`src/rtl/pipe_hazard_ctrl_if.sv`:
```
// ============================================================================
// Module  : pipe_hazard_ctrl_if
// Purpose : Hazard-unit bundle: ID/EX hazard inputs, MEM handshake, stage
//           enables/flushes and status, shared between pipeline and hazard unit.
// Revision: 1.0  initial release
// ============================================================================
`timescale 1ns/1ps
`default_nettype none

interface pipe_hazard_ctrl_if;
  logic [3:0]  id_rs_a;
  logic [3:0]  id_rs_b;
  logic        id_uses_a;
  logic        id_uses_b;
  logic [3:0]  ex_rd;
  logic        ex_we;
  logic        ex_is_load;
  logic        br_taken;
  logic        mem_req;
  logic        mem_ack;
  logic        en_pc;
  logic        en_if_id;
  logic        en_id_ex;
  logic        en_ex_mem;
  logic        en_mem_wb;
  logic        flush_if_id;
  logic        flush_id_ex;
  logic        prohib_mem;
  logic        err;
  logic [15:0] stall_cnt;
  logic [1:0]  state;

  modport master (
    output id_rs_a, id_rs_b, id_uses_a, id_uses_b, ex_rd, ex_we, ex_is_load,
           br_taken, mem_req, mem_ack,
    input  en_pc, en_if_id, en_id_ex, en_ex_mem, en_mem_wb, flush_if_id,
           flush_id_ex, prohib_mem, err, stall_cnt, state
  );

  modport slave (
    input  id_rs_a, id_rs_b, id_uses_a, id_uses_b, ex_rd, ex_we, ex_is_load,
           br_taken, mem_req, mem_ack,
    output en_pc, en_if_id, en_id_ex, en_ex_mem, en_mem_wb, flush_if_id,
           flush_id_ex, prohib_mem, err, stall_cnt, state
  );
endinterface

`default_nettype wire

```
`src/rtl/pipe_hazard_ctrl.sv`:
```
// ============================================================================
// Module  : pipe_hazard_ctrl
// Purpose : Pipeline hazard controller: load-use stall, branch flush, memory
//           wait freeze with timeout error, saturating stall counter.
// Revision: 1.0  initial release
// ============================================================================
`timescale 1ns/1ps
`default_nettype none

module pipe_hazard_ctrl #(
  parameter int TIMEOUT = 255
) (
  input  logic             clk,
  input  logic             rst,
  pipe_hazard_ctrl_if.slave bus
);

  typedef enum logic [1:0] {
    ST_RUN     = 2'd0,
    ST_MEMWAIT = 2'd1,
    ST_ERR     = 2'd2
  } state_t;

  localparam logic [7:0] WAIT_LIMIT = 8'(TIMEOUT);

  state_t      state_q, state_d;
  logic [7:0]  wait_q, wait_d;
  logic [15:0] stall_q, stall_d;

  logic w_hazard;
  logic w_mem_stall;
  logic w_en_pc, w_en_if_id, w_en_id_ex, w_en_ex_mem, w_en_mem_wb;
  logic w_flush_if_id, w_flush_id_ex, w_prohib_mem;

  assign w_hazard = bus.ex_is_load & bus.ex_we & (bus.ex_rd != 4'd0) &
                    ((bus.id_uses_a & (bus.id_rs_a == bus.ex_rd)) |
                     (bus.id_uses_b & (bus.id_rs_b == bus.ex_rd)));

  // A same-cycle ack completes the access, so only req without ack freezes.
  assign w_mem_stall = bus.mem_req & ~bus.mem_ack;

  always_comb begin
    state_d       = state_q;
    wait_d        = wait_q;
    w_en_pc       = 1'b1;
    w_en_if_id    = 1'b1;
    w_en_id_ex    = 1'b1;
    w_en_ex_mem   = 1'b1;
    w_en_mem_wb   = 1'b1;
    w_flush_if_id = 1'b0;
    w_flush_id_ex = 1'b0;
    w_prohib_mem  = 1'b0;

    unique case (state_q)
      ST_RUN: begin
        if (w_mem_stall) begin
          w_en_pc      = 1'b0;
          w_en_if_id   = 1'b0;
          w_en_id_ex   = 1'b0;
          w_en_ex_mem  = 1'b0;
          w_prohib_mem = 1'b1;
          state_d      = ST_MEMWAIT;
          wait_d       = 8'd1;
        end else if (bus.br_taken) begin
          w_flush_if_id = 1'b1;
          w_flush_id_ex = 1'b1;
        end else if (w_hazard) begin
          w_en_pc       = 1'b0;
          w_en_if_id    = 1'b0;
          w_flush_id_ex = 1'b1;
        end
      end

      ST_MEMWAIT: begin
        if (bus.mem_ack) begin
          state_d = ST_RUN;
          wait_d  = 8'd0;
        end else begin
          // EX is frozen here, so branch and load-use resolve after exit.
          w_en_pc      = 1'b0;
          w_en_if_id   = 1'b0;
          w_en_id_ex   = 1'b0;
          w_en_ex_mem  = 1'b0;
          w_prohib_mem = 1'b1;
          if (wait_q == WAIT_LIMIT) begin
            state_d = ST_ERR;
          end else begin
            wait_d = wait_q + 8'd1;
          end
        end
      end

      ST_ERR: begin
        w_en_pc      = 1'b0;
        w_en_if_id   = 1'b0;
        w_en_id_ex   = 1'b0;
        w_en_ex_mem  = 1'b0;
        w_en_mem_wb  = 1'b0;
        w_prohib_mem = 1'b1;
      end

      default: begin
        state_d = ST_RUN;
        wait_d  = 8'd0;
      end
    endcase

    stall_d = stall_q;
    if (!w_en_pc && (stall_q != 16'hFFFF)) begin
      stall_d = stall_q + 16'd1;
    end
  end

  always_ff @(posedge clk) begin
    if (rst) begin
      state_q <= ST_RUN;
      wait_q  <= 8'd0;
      stall_q <= 16'd0;
    end else begin
      state_q <= state_d;
      wait_q  <= wait_d;
      stall_q <= stall_d;
    end
  end

  // Reset forces the run/no-event view regardless of registered state.
  assign bus.en_pc       = rst | w_en_pc;
  assign bus.en_if_id    = rst | w_en_if_id;
  assign bus.en_id_ex    = rst | w_en_id_ex;
  assign bus.en_ex_mem   = rst | w_en_ex_mem;
  assign bus.en_mem_wb   = rst | w_en_mem_wb;
  assign bus.flush_if_id = ~rst & w_flush_if_id;
  assign bus.flush_id_ex = ~rst & w_flush_id_ex;
  assign bus.prohib_mem  = ~rst & w_prohib_mem;
  assign bus.err         = ~rst & (state_q == ST_ERR);
  assign bus.state       = rst ? 2'd0 : state_q;
  assign bus.stall_cnt   = rst ? 16'd0 : stall_q;

endmodule

`default_nettype wire
```
`src/flat_wrapper.sv`:
```
// flat-port wrapper written by rule: the top's interface ports become plain ports
module pipe_hazard_ctrl_flat 
#(
  parameter int TIMEOUT = 255
)
  (clk, rst, bus_id_rs_a, bus_id_rs_b, bus_id_uses_a, bus_id_uses_b, bus_ex_rd, bus_ex_we, bus_ex_is_load, bus_br_taken, bus_mem_req, bus_mem_ack, bus_en_pc, bus_en_if_id, bus_en_id_ex, bus_en_ex_mem, bus_en_mem_wb, bus_flush_if_id, bus_flush_id_ex, bus_prohib_mem, bus_err, bus_stall_cnt, bus_state);
  pipe_hazard_ctrl_if bus_i ();
  input  logic clk;
  input  logic rst;
  input wire logic [$bits(bus_i.id_rs_a)-1:0] bus_id_rs_a;
  input wire logic [$bits(bus_i.id_rs_b)-1:0] bus_id_rs_b;
  input wire logic [$bits(bus_i.id_uses_a)-1:0] bus_id_uses_a;
  input wire logic [$bits(bus_i.id_uses_b)-1:0] bus_id_uses_b;
  input wire logic [$bits(bus_i.ex_rd)-1:0] bus_ex_rd;
  input wire logic [$bits(bus_i.ex_we)-1:0] bus_ex_we;
  input wire logic [$bits(bus_i.ex_is_load)-1:0] bus_ex_is_load;
  input wire logic [$bits(bus_i.br_taken)-1:0] bus_br_taken;
  input wire logic [$bits(bus_i.mem_req)-1:0] bus_mem_req;
  input wire logic [$bits(bus_i.mem_ack)-1:0] bus_mem_ack;
  output wire logic [$bits(bus_i.en_pc)-1:0] bus_en_pc;
  output wire logic [$bits(bus_i.en_if_id)-1:0] bus_en_if_id;
  output wire logic [$bits(bus_i.en_id_ex)-1:0] bus_en_id_ex;
  output wire logic [$bits(bus_i.en_ex_mem)-1:0] bus_en_ex_mem;
  output wire logic [$bits(bus_i.en_mem_wb)-1:0] bus_en_mem_wb;
  output wire logic [$bits(bus_i.flush_if_id)-1:0] bus_flush_if_id;
  output wire logic [$bits(bus_i.flush_id_ex)-1:0] bus_flush_id_ex;
  output wire logic [$bits(bus_i.prohib_mem)-1:0] bus_prohib_mem;
  output wire logic [$bits(bus_i.err)-1:0] bus_err;
  output wire logic [$bits(bus_i.stall_cnt)-1:0] bus_stall_cnt;
  output wire logic [$bits(bus_i.state)-1:0] bus_state;
  assign bus_i.id_rs_a = bus_id_rs_a;
  assign bus_i.id_rs_b = bus_id_rs_b;
  assign bus_i.id_uses_a = bus_id_uses_a;
  assign bus_i.id_uses_b = bus_id_uses_b;
  assign bus_i.ex_rd = bus_ex_rd;
  assign bus_i.ex_we = bus_ex_we;
  assign bus_i.ex_is_load = bus_ex_is_load;
  assign bus_i.br_taken = bus_br_taken;
  assign bus_i.mem_req = bus_mem_req;
  assign bus_i.mem_ack = bus_mem_ack;
  assign bus_en_pc = bus_i.en_pc;
  assign bus_en_if_id = bus_i.en_if_id;
  assign bus_en_id_ex = bus_i.en_id_ex;
  assign bus_en_ex_mem = bus_i.en_ex_mem;
  assign bus_en_mem_wb = bus_i.en_mem_wb;
  assign bus_flush_if_id = bus_i.flush_if_id;
  assign bus_flush_id_ex = bus_i.flush_id_ex;
  assign bus_prohib_mem = bus_i.prohib_mem;
  assign bus_err = bus_i.err;
  assign bus_stall_cnt = bus_i.stall_cnt;
  assign bus_state = bus_i.state;
  pipe_hazard_ctrl #(.TIMEOUT(TIMEOUT)) u_core (.clk(clk), .rst(rst), .bus(bus_i));
endmodule
```
`config.mk`:
```
export PLATFORM = sky130hd
export DESIGN_NAME = pipe_hazard_ctrl_flat
export DESIGN_NICKNAME = d
export VERILOG_FILES = /design/src/rtl/pipe_hazard_ctrl_if.sv /design/src/rtl/pipe_hazard_ctrl.sv /design/src/flat_wrapper.sv
export SDC_FILE = /design/constraint.sdc
export NUM_CORES = 1
export LEC_CHECK = 0
export BUFFER_PORTS_ARGS = -buffer_cell sky130_fd_sc_hd__buf_2
export CAP_MARGIN = 20
export CORE_AREA = 2 2 60 62
export DETAILED_ROUTE_END_ITERATION = 8
export DIE_AREA = 0 0 62 64
export GPL_ROUTABILITY_DRIVEN = 0
export GPL_TIMING_DRIVEN = 0
export HOLD_SLACK_MARGIN = 0.02
export PLACE_DENSITY = 0.76
export SYNTH_ARGS = -nofsm -noshare
export SYNTH_HDL_FRONTEND = slang
export SYNTH_SLANG_ARGS = --single-unit
```
`constraint.sdc`:
```
create_clock -name clk -period 4.9 [get_ports clk]
set_input_delay 0.49 -clock clk [delete_from_list [all_inputs] [get_ports clk]]
set_output_delay 0.49 -clock clk [all_outputs]
set_load 0.01 [all_outputs]
```
# Word-level counts from Yosys, hierarchy flattened
# Index checks and enable logic that the tools add are counted.
[classes]
n_addsub = 2
mul = 0
div = 0
order_cmp = 0
eq_ne = 9
n_shift = 0
muxes = 28
bitwise_logic = 17
reduce_logical = 6
[op_table]
columns = ["op", "n"]
rows = [
  ["$mux 8", 3],
  ["$pmux 8 s3", 1],
  ["$add 16x1->16 const B", 1],
  ["$mux 16", 1],
  ["$ne 16x16->1 const B", 1],
  ["$mux 1", 15],
  ["$and 1x1->1", 10],
  ["$pmux 1 s3", 3],
  ["$add 8x1->8 const B", 1],
  ["$eq 4x4->1", 2],
  ["$eq 8x8->1 const B", 1],
  ["$mux 2", 4],
  ["$pmux 2 s3", 1],
  ["$reduce_and 3->1", 2],
  ["$or 1x1->1", 4],
  ["$reduce_bool 4->1", 1],
  ["$ne 3x2->1 const B", 1],
  ["$ne 3x3->1 const B", 1],
  ["$not 1->1", 3],
  ["$eq 2x1->1 const B", 1],
  ["$eq 2x2->1 const B", 1],
  ["$logic_not 2->1", 1],
  ["$ne 2x1->1 const B", 1],
  ["$logic_and 1x1->1", 1],
  ["$logic_not 1->1", 1],
]
[totals]
regBits = 26
latchBits = 0
ramBits = 0
mem_bits_ro = 0
in_bits = 21
out_inout_bits = 27
wordCells = 65
memories = 0

# Logic depth before layout (Yosys ltp)
# Gate-level depths: netlist of run 1.
[depth]
ltp_word = 10
ltp_mapped = 8
ltp_nobuf = 8

# Worst setup path after synthesis of run 1
# Ideal clock, no wire load.
[synth_timing]
path_type = "in2out"
start = "input bus_mem_ack"
end = "output bus_en_id_ex"
arrival_time_ps = 1550
required_time_ps = 4410
setup_slack_ps = 2860
stages = 5
n_path_buf = 1
cell_sequence = "or2_1 > and2_1 > nor3_1 > inv_1 > buf_4"
[synth_via]
elab_chain_len = 5
word_cells_on_any_way = 6
classes_between = "mux (3); bitwise (3)"
[synth_rtl]
columns = ["element", "line", "rtl"]
rows = [
  ["from (decl)", "flat_wrapper.sv:19", "input wire logic [$bits(bus_i.mem_ack)-1:0] bus_mem_ack;"],
  ["$not 1->1", "pipe_hazard_ctrl.sv:40", "assign w_mem_stall = bus.mem_req & ~bus.mem_ack;"],
  ["$and 1x1->1", "pipe_hazard_ctrl.sv:40", ""],
  ["$mux 1", "n/a", ""],
  ["$pmux 1 s3 (*)", "n/a", ""],
  ["$or 1x1->1 (*)", "n/a", ""],
  ["to (decl)", "flat_wrapper.sv:22", "output wire logic [$bits(bus_i.en_id_ex)-1:0] bus_en_id_ex;"],
]
# Every way passes the cells marked *; elsewhere a longest branch is shown, timed or not.

# Worst setup path in the final report of run 1
[layout_timing]
start = "register u_core.state_q[1]"
end = "output bus_en_pc"
[layout_via]
elab_chain_len = 3
word_cells_on_any_way = 5
classes_between = "eq/ne (2); mux (1); bitwise (1); reduce/logical (1)"
[layout_rtl]
columns = ["element", "line", "rtl"]
rows = [
  ["from (decl)", "pipe_hazard_ctrl.sv:26", "state_t state_q, state_d;"],
  ["from (signal assigned)", "pipe_hazard_ctrl.sv:120", "state_q <= state_d;"],
  ["$eq 2x2->1, or another cell as far along", "pipe_hazard_ctrl.sv:54", "unique case (state_q)"],
  ["$pmux 1 s3 (*)", "pipe_hazard_ctrl.sv:54", ""],
  ["$or 1x1->1 (*)", "pipe_hazard_ctrl.sv:127", "assign bus.en_pc = rst | w_en_pc;"],
  ["to (decl)", "flat_wrapper.sv:20", "output wire logic [$bits(bus_i.en_pc)-1:0] bus_en_pc;"],
]
# Marked as above.

==> results.md, run 1 <==
Placement:
- The cell area after placement is 1910 sq um.
- Summed over all nets, the half-perimeter wirelength after detailed placement is 2.68 mm.
- The number of cells in the design after placement is 290.
- Port buffering added 47 buffers.

Global route:
- The pin count of the biggest net entering global routing is 15.
- The first-pass GRT wire length is 5.74 mm.
- The remaining global-route overflow is 0.
- The number of antenna violations at the first check in global routing is 0.
- The number of global-route vias before repair came to 1393.
- For this run, the total global-route usage over all layers was measured as 18.5%.

Pwr:
- The net load switching power is 0.105 mW.
- Of the total power, the share spent switching nets is 26.8%.
- The total chip power is 0.391 mW.
- The internal power is 0.286 mW.
- The power density normalized to cell area is 201 nW/um^2.
- The fraction of power consumed by the clock network is 28.8%.
- The peak supply drop is 76.8 uV.
- The static power due to leakage is 0.863 nW.
- Sequential cells burn 55.5% of the power.
- Combinational logic burns 15.7% of the power.

CTS:
- The clock latency at the later pin of the worst-skew pair is 0.33 ns.
- The clock passes through at most 2 buffers.
- TritonCTS built the clock tree.
- The hold buffer count at CTS is 0.
- The number of sinks on the clock net is 26.
- Clock-pin slew was measured on the worst setup and hold paths at 0.15 ns.
- CTS built an H-tree with a depth of 1.
- The number of buffers added for setup after CTS is 0.
- In this run the clock root is driven by a clkbuf_4.
- Post-CTS repair changed the size of 0 cells.
- Counting the buffers created by CTS gives 3.

Timing:
- Across all hold checks on the routed design, the worst slack comes to 0.467 ns.
- For the pin with the worst max-slew slack, the measured transition is 0.499 ns.
- Static timing analysis puts the maximum clock frequency at 445 MHz.
- The hold violation count in the final report was 0.
- The relative slew slack is 66.7%.
- The final sum of negative setup slack is 0 ns.
- The total of endpoints with negative setup slack in the final report is 0.
- Setup repair after global routing left no endpoint under its margin.
- The fraction of the cycle the final worst path needs is 45.9%.
- The final worst clock skew is 0.0122 ns.
- The count of pins over their slew limit is 0.
- The time the final worst path needs with I/O delays and setup is 2.25 ns.

Logic synthesis:
- Summing the areas of all fa, ha and maj instances in the mapped netlist gives 1.54% of the synthesized area.
- The count of warnings emitted by yosys is 0.
- Summing the areas of all xor and xnor instances in the mapped netlist gives 7.56% of the synthesized area.
- After synthesis, the largest family of logic cells by area is simple AND/OR/NAND/NOR gates.
- When the netlist entered floorplanning its net count stood at 220.
- Of the post-synthesis cell area, the dominant cell type holds 32.1%.
- The area share of and/or/nand/nor cells after synthesis is 36.2%.
- The number of enable flip-flop cells after synthesis is 0.
- In the post-synthesis netlist, the biggest area contributors are dfxtp_1 (32%), nor2b_1 (6.6%), nor2_1 (6.5%).
- The synthesized netlist devotes 10.3% of its cell area to compound gates.
- The synthesized flop and latch total is 26.
- The share of the Yosys chip area taken by registers is 32.1%.
- Counting every instance in the synthesized netlist gives 197.
- Dividing the synthesized area by the synthesized cell count gives 8.23 sq um.
- Yosys mapped the design onto 49 distinct sky130hd cell types.
- The cell accounting for the most synthesized area is dfxtp_1.
- The share of flip-flops with an asynchronous set or reset after synthesis is 0%.
- Multiplexer cells account for 8.18% of the synthesized area.
- The netlist area before placement is 1620 sq um.
- For this run, the leading register cell type out of synthesis is dfxtp_1.

Worst setup path:
- The critical path start-end classification is flop to primary output.
- The required time at the worst-slack endpoint is 4.41 ns.
- The worst endpoint data arrival time is 1.76 ns.
- The startpoint identified for the worst register-to-register timing path is u_core.stall_q[3]$_SDFFE_PP0P_.
- The maximum fanout along the worst path is 6.
- The nature of the critical path startpoint is a flop.
- The endpoint type of the worst setup path is a primary output.
- The launch point of the worst path is u_core.state_q[1]$_SDFFE_PP0P_.

Route:
- For this block, the routed nets add up to 3.39 mm of wire.
- The final route contains 1526 vias.
- The detailed-route wire length per cell is 11.5 microns.
- The residual antenna-violating net count after detailed routing is 0.
- After detailed routing, the number of vias per cell comes to 5.19.
- The detailed-router iteration count before antenna repair is 5.
- The DRC marker count from the first detailed-route iteration is 53.
- In the routed design, unresolved DRC markers number 0.

Final layout:
- The net total in the final layout is 272.
- In the layout the commonest cells are buf_2 (47), nor2_1 (28), dfxtp_1 (26).
- The finished layout holds 294 standard cells, fillers aside.
- After filler insertion, the fill cell instance count of the layout stands at 315.
- The cell area after layout is 1950 sq um.
- The layout cell share with drive strength beyond 1 is 27.8%.
- The number of diodes is 0.
- Leaving out fill and tap cells, the most frequent cell in the layout is buf_2.
- The signed area change from the synthesized netlist to the final layout is 20.3%.

Run:
- The count of max-cap constraint violations is 0.

Floorplan:
- The floorplan has 21 rows.
- The chip width is 62 microns.
- The starting density of the core is 49.4%.
- The y dimension of the die is 64 microns.
- The standard cell core area is 3280 sq um.
- In this run the count of I/O pins placed on the die edge is 48.
- The full die area is 3970 sq um.

Hold path:
- The launch point of the worst hold path is rst.
- The tightest min-delay check is of the primary input to flop type.

Status:
- The flow ran to the end, and the final reports show no timing, DRC or antenna violations.
[critical path: stages, from the launching register on]
cell	delay [ns]
dfxtp_1	0.38
or2_1	0.27
and2_1	0.21
nor2_1	0.14
o21ai_0	0.15
buf_4	0.16
buf_2	0.13
[registers in the layout (all words and copies together) (netlist names)]
| signal | count |
|---|---|
| u_core.stall_q | 16 |
| u_core.wait_q | 8 |
| u_core.state_q | 2 |
[synthesized netlist by cell type, types with 4 or more instances]
master and instances:
dfxtp_1 26, clkbuf_1 4, nor2_1 28, nor3_1 11, o21ai_0 6, or4_1 4, nand3_1 7, xor2_1 11
a21oi_1 4, nand4_1 4, nand2_1 15, nor2b_1 17, inv_1 6
[layer usage]
metal | wire (microns) | up-vias | global-route usage, %
met5 | 0 | - | 0
met4 | 38 | 0 | 4.79
met3 | 171 | 4 | 1.82
met2 | 1530 | 48 | 30.1
met1 | 1650 | 685 | 25.7
li1 | - | 789 | -
[power by group through the flow]
stage	sequential, mW	combinational (mW)	clock, mW
final	0.217	0.0613	0.113
after global routing	0.218	0.0689	0.124
after CTS	0.217	0.0618	0.115
after detailed placement	0.222	0.0617	0
after global placement	0.222	0.0610	0
after floorplan	0.221	0.0389	0
[per-stage QoR]
step / utilization (%) / setup slack, ns
floorplan: - / 2.86
global placement: 58.3 / 2.65
detailed placement: 58.3 / 2.66
CTS: 59.4 / 2.64
global route: 59.4 / 2.50
finish: 59.4 / 2.65
[layout make-up]
cell class              instances  area, sq um  share of cell area (%)
repair buffers                 47          235                    12.1
clock buffers                   4         36.3                    1.86
well taps                      46         57.6                    2.95
plain buffers                   8         45.0                    2.31
multi-input cells             157         1030                    53.0
flip-flops and latches         26          520                    26.7
inverters                       6         22.5                    1.15
[final timing paths]
check	cells after the start	end	slack [ns]
worst min register to register	2	u_core.stall_q[15]$_SDFFE_PP0P_	0.52
worst max-delay path	6	bus_en_pc	2.65
worst max register to register	8	u_core.stall_q[10]$_SDFFE_PP0P_	2.86
worst min-delay path	3	u_core.stall_q[4]$_SDFFE_PP0P_	0.47
[kinds of logic (layout without fill, tap and decap cells)]
group | Yosys count | after routing
AND/OR/NAND/NOR | 106 | 106
buffers and inverters | 14 | 65
AO/OA/AOI/OAI | 24 | 24
flip-flops | 26 | 26
adder cells (fa/ha/maj) | 2 | 2
XOR/XNOR | 14 | 14
multiplexers | 11 | 11
Note: power is estimated with default switching activity, not from simulation.
==> run 2, diff against run 1 <==
==> constraint.sdc (replaced) <==
create_clock -name clk -period 2.1 [get_ports clk]
set_input_delay 0.21 -clock clk [delete_from_list [all_inputs] [get_ports clk]]
set_output_delay 0.21 -clock clk [all_outputs]
set_load 0.01 [all_outputs]
==> results.md, run 2 (synthesis results as in run 1) <==
Floorplan:
- Measured along the y axis, the die boundary spans 64 microns.
- The total area inside the core boundary comes to 3280 sq um.
- The die covers 3970 sq um.
- Once the floorplan was initialized, standard cells occupied 49.4% of the core.
- The die is 62 microns wide.
- The I/O pin count is 48.
- The initialized floorplan defines 21 standard-cell rows.

Global route:
- The number of antenna violations at the first check in global routing is 0.
- The combined global-route utilization of all metal layers is 18.5%.
- The remaining global-route overflow is 0.
- The first-pass GRT wire length is 5.74 mm.
- The number of global-route vias before repair was 1393.
- The pin count of the biggest net entering global routing is 15.

Timing:
- On the final layout, the worst hold slack is 0.178 ns.
- Setup violations remaining at the end of the flow were counted as 0.
- Setup total negative slack on the finished layout was measured at 0 ns.
- Setup repair after global routing left no endpoint under its margin.
- The hold violation count in the final report came to 0.
- The count of pins over their slew limit came to 0.
- The relative slew slack is 65.1%.
- The worst path in the final design needs a cycle of 1.99 ns, including I/O delays and setup.
- The final worst clock skew is 0.0133 ns.
- Based on the critical path, the design can be clocked at up to 502 MHz.
- After layout, the worst path uses 94.9% of the clock period.
- The transition time of the tightest slew-check pin is 0.523 ns.
- The final setup slack of the worst path is 0.107 ns.

Worst setup path:
- The critical path goes through and4_4 -> nand4_4 -> nor4_4 -> a211oi_2 -> o21ai_2 -> buf_6 -> nor3_1 -> mux2_4.
- The endpoint type of the worst setup path is a flop.
- The delay contributed by the slowest stage of the critical path is 0.39 ns.
- In this run the worst path has a maximum fanout of 10.
- For the worst setup path, the data arrival time is 2.24 ns.
- STA classifies the critical path startpoint as a flop.
- The required time at the worst-slack endpoint is 2.35 ns.
- The critical path start-end classification is flop to flop.
- The cell type of the slowest stage on the worst timing path is dfxtp_1.

Final layout:
- Leaving out filler cells and counting taps, the final layout contains 294.
- The library cell used most frequently in the layout, excluding fill and tap cells, is buf_2.
- The flip-flop count of the largest register after layout is 16.
- In the final layout, the registers with the most flip-flops are u_core.stall_q: 16 flops, u_core.wait_q: 8 flops, u_core.state_q: 2 flops.
- The finished cells cover 1980 sq um.
- The register containing the most flip-flops in the final layout is u_core.stall_q.
- In the layout the commonest cells are buf_2 (47), nor2_1 (27), dfxtp_1 (20).
- Once layout is complete, the utilization of the core stands at 60.2%.
- The number of diodes is 0.
- The signed area change from the synthesized netlist to the final layout is 21.8%.
- The layout cell share with drive strength beyond 1 is 31.9%.
- For this run, the post-layout net count is 272.

Placement:
- Before CTS, the worst setup slack after placement is 0.0545 ns.
- The HPWL after detailed placement is 2.68 mm.
- The cell area after placement is 1910 sq um.
- Buffers placed on the I/O ports in this run total 47.
- After detailed placement, the design holds a cell count of 290.

CTS:
- The number of buffers added for setup after CTS is 0.
- The clock tree from TritonCTS is done.
- The count of cells resized by post-cts repair is 0.
- The hold buffer count at CTS is 0.
- The number of sinks on the clock net is 26.
- No sink is reached through more buffers than the 2 on the longest clock path.
- The cell chosen for the clock root is clkbuf_4.
- Clock-pin slew was measured on the worst setup and hold paths at 0.16 ns.
- For the worst-skew pair, the clock arrives at the later sink with an insertion delay of 0.33 ns.
- CTS built an H-tree with a depth of 1.
- TritonCTS created 3 clock buffers.

Route:
- The detailed-route wire length per cell is 11.9 microns.
- In the routed design, unresolved DRC markers number 0.
- The count of vias placed by the detailed router is 1561.
- The detailed-router iteration count before antenna repair is 4.
- The detail route stage leaves a number of antenna-violating nets equal to 0.
- The first routing iteration left 66 violations.
- Wires add up to 3.49 mm.
- Using the TritonRoute via totals, the vias-per-cell ratio works out to 5.31.

Pwr:
- The total chip power is 0.920 mW.
- The analysis attributes to cell leakage a power of 0.864 nW.
- The peak supply drop is 180 uV.
- In this run the power density over the cells is 466 nW/um^2.

Run:
- The count of max-cap constraint violations is 0.

Hold path:
- The path class of the tightest hold or removal check is primary input to flop.

Status:
- The flow ran to the end, and the final reports show no timing, DRC or antenna violations.
run 2: area by class of cell:
type	count	area, sq um
repair buffers	47	235
flip-flops and latches	26	528
multi-input cells	157	1050
clock buffers	4	36.3
well taps	46	57.6
fillers	318	1310
plain buffers	8	45.0
inverters	6	22.5
run 2: worst paths after layout:
path / start / endpoint / slack, ns / cells past startpoint
max: u_core.stall_q[6]$_SDFFE_PP0P_ / u_core.stall_q[10]$_SDFFE_PP0P_ / 0.11 / 8
min: rst / u_core.stall_q[5]$_SDFFE_PP0P_ / 0.18 / 3
max reg2reg: u_core.stall_q[6]$_SDFFE_PP0P_ / u_core.stall_q[10]$_SDFFE_PP0P_ / 0.11 / 8
min reg2reg: u_core.stall_q[15]$_SDFFE_PP0P_ / u_core.stall_q[15]$_SDFFE_PP0P_ / 0.52 / 2
run 2: worst max-delay path: cells and delay by family, from the launching register on:
kind,cells,cell delay (ns)
muxes,1,0.29
AOI/OAI and AO/OA,2,0.20
and+or+nand+nor,4,0.82
DFF,1,0.39
buffers and inverters,1,0.19
run 2: routing by layer:
| metal | part of all wire (%) | wire, microns | track usage [%] | vias to the layer above |
|---|---|---|---|---|
| li1 | - | - | - | 791 |
| met1 | 48 | 1660 | 25.7 | 723 |
| met2 | 47 | 1640 | 30.1 | 43 |
| met3 | 4.4 | 155 | 1.82 | 4 |
| met4 | 1.1 | 38 | 4.79 | 0 |
| met5 | 0 | 0 | 0 | - |
run 2: power breakdown:
group	leakage [nW]	internal, mW	switching (mW)
logic	0.631	0.0628	0.0834
registers	0.213	0.501	0.00716
clock network	0.0210	0.106	0.160
total	0.864	0.670	0.250
==> run 3, diff against run 2 <==
--- a/config.mk
+++ b/config.mk
@@ -7,13 +7,13 @@
 export LEC_CHECK = 0
 export BUFFER_PORTS_ARGS = -buffer_cell sky130_fd_sc_hd__buf_2
 export CAP_MARGIN = 20
-export CORE_AREA = 2 2 60 62
+export CORE_AREA = 2 2 63 65
 export DETAILED_ROUTE_END_ITERATION = 8
-export DIE_AREA = 0 0 62 64
+export DIE_AREA = 0 0 65 67
 export GPL_ROUTABILITY_DRIVEN = 0
 export GPL_TIMING_DRIVEN = 0
 export HOLD_SLACK_MARGIN = 0.02
-export PLACE_DENSITY = 0.76
+export PLACE_DENSITY = 0.73
 export SYNTH_ARGS = -nofsm -noshare
 export SYNTH_HDL_FRONTEND = slang
 export SYNTH_SLANG_ARGS = --single-unit
==> constraint.sdc (replaced) <==
create_clock -name clk -period 1.8 [get_ports clk]
set_input_delay 0.18 -clock clk [delete_from_list [all_inputs] [get_ports clk]]
set_output_delay 0.18 -clock clk [all_outputs]
set_load 0.01 [all_outputs]
==> results.md, run 3 (synthesis results as in run 1) <==
Status:
- The flow ran to the end, but the final reports show violations.
- The final reports fail on negative setup slack.

Timing:
- Setup violations remaining at the end of the flow were counted as 1.
- The achievable frequency is 548 MHz.
- Setup repair after global routing could not meet its margin everywhere.
- The final worst clock skew is 0.0130 ns.
- The final setup slack of the worst path is -0.0235 ns.
- At the pin with the least slew margin, the transition time is 0.507 ns.
- The count of pins over their slew limit is 0.
- Of the available clock period, the critical path in the final layout requires 101%.
- The time the final worst path needs with I/O delays and setup is 1.82 ns.
- The hold violation count in the final report is 0.
- The relative slew slack is 66.2%.

Worst setup path:
- The worst endpoint data arrival time is 2.03 ns.
- The worst reg2reg path startpoint is u_core.stall_q[0]$_SDFFE_PP0P_.
- Walking the worst path, the cells encountered are ha_4 -> nand4_4 -> nor4_4 -> a211oi_2 -> o21ai_2 -> buf_4 -> or4_1 -> nand2_1.
- STA classifies the critical path endpoint as a flop.
- The maximum fanout along the worst path is 5.
- The setup check on the worst reg-to-reg path leaves a slack of -0.02 ns.
- STA classifies the critical path startpoint as a flop.
- The slowest stage of the critical path belongs to the cell or4_1.
- The worst flop-to-flop path endpoint is u_core.stall_q[5]$_SDFFE_PP0P_.
- The critical path start-end classification is flop to flop.
- For the worst setup path, the data required time is 2.01 ns.
- In this design, the stage delay of the slowest critical-path cell is 0.46 ns.
- Counting cells, the worst reg-to-reg path comes to 8.

Final layout:
- In the final design database the tool counted 287 nets.
- The layout cell share with drive strength beyond 1 is 42.7%.
- The repair_antennas step left the layout with diodes totalling 0.
- The flip-flop count of the largest register after layout is 16.
- The signed area change from the synthesized netlist to the final layout is 36.7%.
- Once layout is complete, the utilization of the core stands at 61.5%.
- Leaving out fill and tap cells, the most frequent cells in the layout are buf_2 (48), nor2_1 (27), nor2b_1 (17), buf_4 (17), dfxtp_1 (15).
- The number of fillers in the final layout is 337.
- Leaving out fill and tap cells, the most frequent cell in the layout is buf_2.
- In the final layout, the registers with the most flip-flops are u_core.stall_q: 16 flops, u_core.wait_q: 8 flops, u_core.state_q: 2 flops.
- Once layout is done, the placed cells without fillers occupy 2220 sq um.
- The register with the most flip-flops in the final layout is u_core.stall_q.

Route:
- The per-cell via count in the routed design is 5.22.
- For this block, the initial DRC count from the detailed router was 99.
- The residual antenna-violating net count after detailed routing is 0.
- The detailed-router iteration count before antenna repair is 4.
- The final layout contains routed wiring with a total length of 4.06 mm.
- The count of vias placed by the detailed router is 1618.
- The detailed-route wire length per cell is 13.1 microns.
- The post-detailed-route DRC marker count is 0.

Global route:
- The total overflow left after global routing is 0.
- Entering global routing, the biggest net connects 14 pins.
- The first-pass GRT wire length is 6.33 mm.
- The combined global-route utilization of all metal layers is 18.9%.
- The number of antenna violations at the first check in global routing came to 0.
- The number of global-route vias before repair came to 1421.

Hold path:
- The number of cells on the worst hold path is 3.
- The path class of the lowest-slack min-delay path is primary input to flop.
- For hold timing, the worst endpoint is u_core.stall_q[4]$_SDFFE_PP0P_.
- The launch point of the worst hold path is rst.

CTS:
- In this run the number of H-tree levels came out at 1.
- The cell chosen for the clock root is clkbuf_8.
- Counting every sink on the clock net gives 26.
- Buffers inserted during clock tree synthesis total 3.
- The buffer depth of the longest clock path is 2.
- For the worst-skew pair, the clock arrives at the later sink with an insertion delay of 0.27 ns.
- The clock tree from TritonCTS is done.
- In this run, post-CTS hold repair placed 0 buffers.
- After clock tree synthesis, the clock-pin slew on the worst setup and hold paths is 0.09 ns.

Floorplan:
- Measured along the y axis, the die boundary spans 67 microns.
- The standard cell core area is 3610 sq um.
- The starting density of the core is 45.0%.
- In this run the horizontal extent of the chip is 65 microns.
- Pin placement for this block handled 48 I/O pins.
- The cell row count is 22.
- The die covers 4360 sq um.

Placement:
- During placement, the flow inserted port buffers numbering 47.
- The cell area after placement is 1930 sq um.
- The HPWL after detailed placement is 2.80 mm.

Pwr:
- The power density normalized to cell area is 509 nW/um^2.
- IR analysis of the VDD net gives a maximum drop of 270 uV.
- The static power due to leakage is 1.00 nW.

Run:
- Across the run, the number of max-cap violations was 0.
## run 3: power by group
part,leakage (nW),switching (mW),internal [mW]
Combinational,0.762,0.113,0.0960
Sequential,0.216,0.00999,0.582
Clock,0.0216,0.177,0.150
Total,1.00,0.300,0.828
## run 3: per-layer routing
layer	global-route usage [%]	up-vias	routed length (microns)
met4	7.18	0	82
met3	2.87	7	174
met5	0	-	0
li1	-	821	-
met1	23.6	748	1850
met2	32.6	42	1960
## run 3: how the worst max path moves through the flow
stage	from	to	slack, ns	cells past startpoint
finish	u_core.stall_q[0]$_SDFFE_PP0P_	u_core.stall_q[5]$_SDFFE_PP0P_	-0.02	8
global route	u_core.state_q[0]$_SDFFE_PP0P_	u_core.wait_q[5]$_SDFFE_PP0P_	-0.08	7
CTS	u_core.stall_q[4]$_SDFFE_PP0P_	u_core.stall_q[6]$_SDFFE_PP0P_	-0.07	8
detailed placement	u_core.stall_q[0]$_SDFFE_PP0P_	u_core.stall_q[2]$_SDFFE_PP0P_	-0.14	8
global placement	u_core.wait_q[0]$_SDFFE_PP0P_	u_core.wait_q[7]$_SDFFE_PP0P_	-0.17	8
floorplan	u_core.state_q[1]$_SDFFE_PP0P_	u_core.stall_q[10]$_SDFFE_PP0P_	0.03	7
## run 3: stage by stage
| stage | hold WS (ns) | total power [mW] | instances | TNS, ns | worst slack (ns) |
|---|---|---|---|---|---|
| 2_1_floorplan | 0.351 | 0.708 | 197 | 0 | 0.0303 |
| 3_3_place_gp | 0.493 | 0.771 | 292 | -0.978 | -0.170 |
| 3_5_place_dp | 0.492 | 0.775 | 292 | -1.09 | -0.137 |
| 4_1_cts | 0.228 | 1.12 | 304 | -0.457 | -0.0722 |
| 5_1_grt | 0.255 | 1.18 | 310 | -0.437 | -0.0822 |
| 6_report | 0.233 | 1.13 | 310 | -0.0235 | -0.0235 |
## run 3: cell type report
type                            instances  area, sq um  share of cell area [%]
Inverter                                6         22.5                    1.02
Tap cell                               48         60.1                    2.71
Timing Repair Buffer                   62          348                    15.7
Buffer                                  8         46.3                    2.09
Clock buffer                            3         41.3                    1.86
Sequential cell                        26          542                    24.4
Multi-Input combinational cell        157         1160                    52.2
## run 3: critical path: cells and delay by family (launching register included)
family          cells  cell delay [ns]
simple gates        4             0.69
flops               1             0.37
compound gates      2             0.36
fa+ha+maj           1             0.18
buf+inv             1             0.17
## run 3: timing repair
item,in CTS,in global routing
setup endpoints to repair,17,20
cloned,1,0
setup buffers,8,6
resized for setup,19,23
pin swaps,11,9
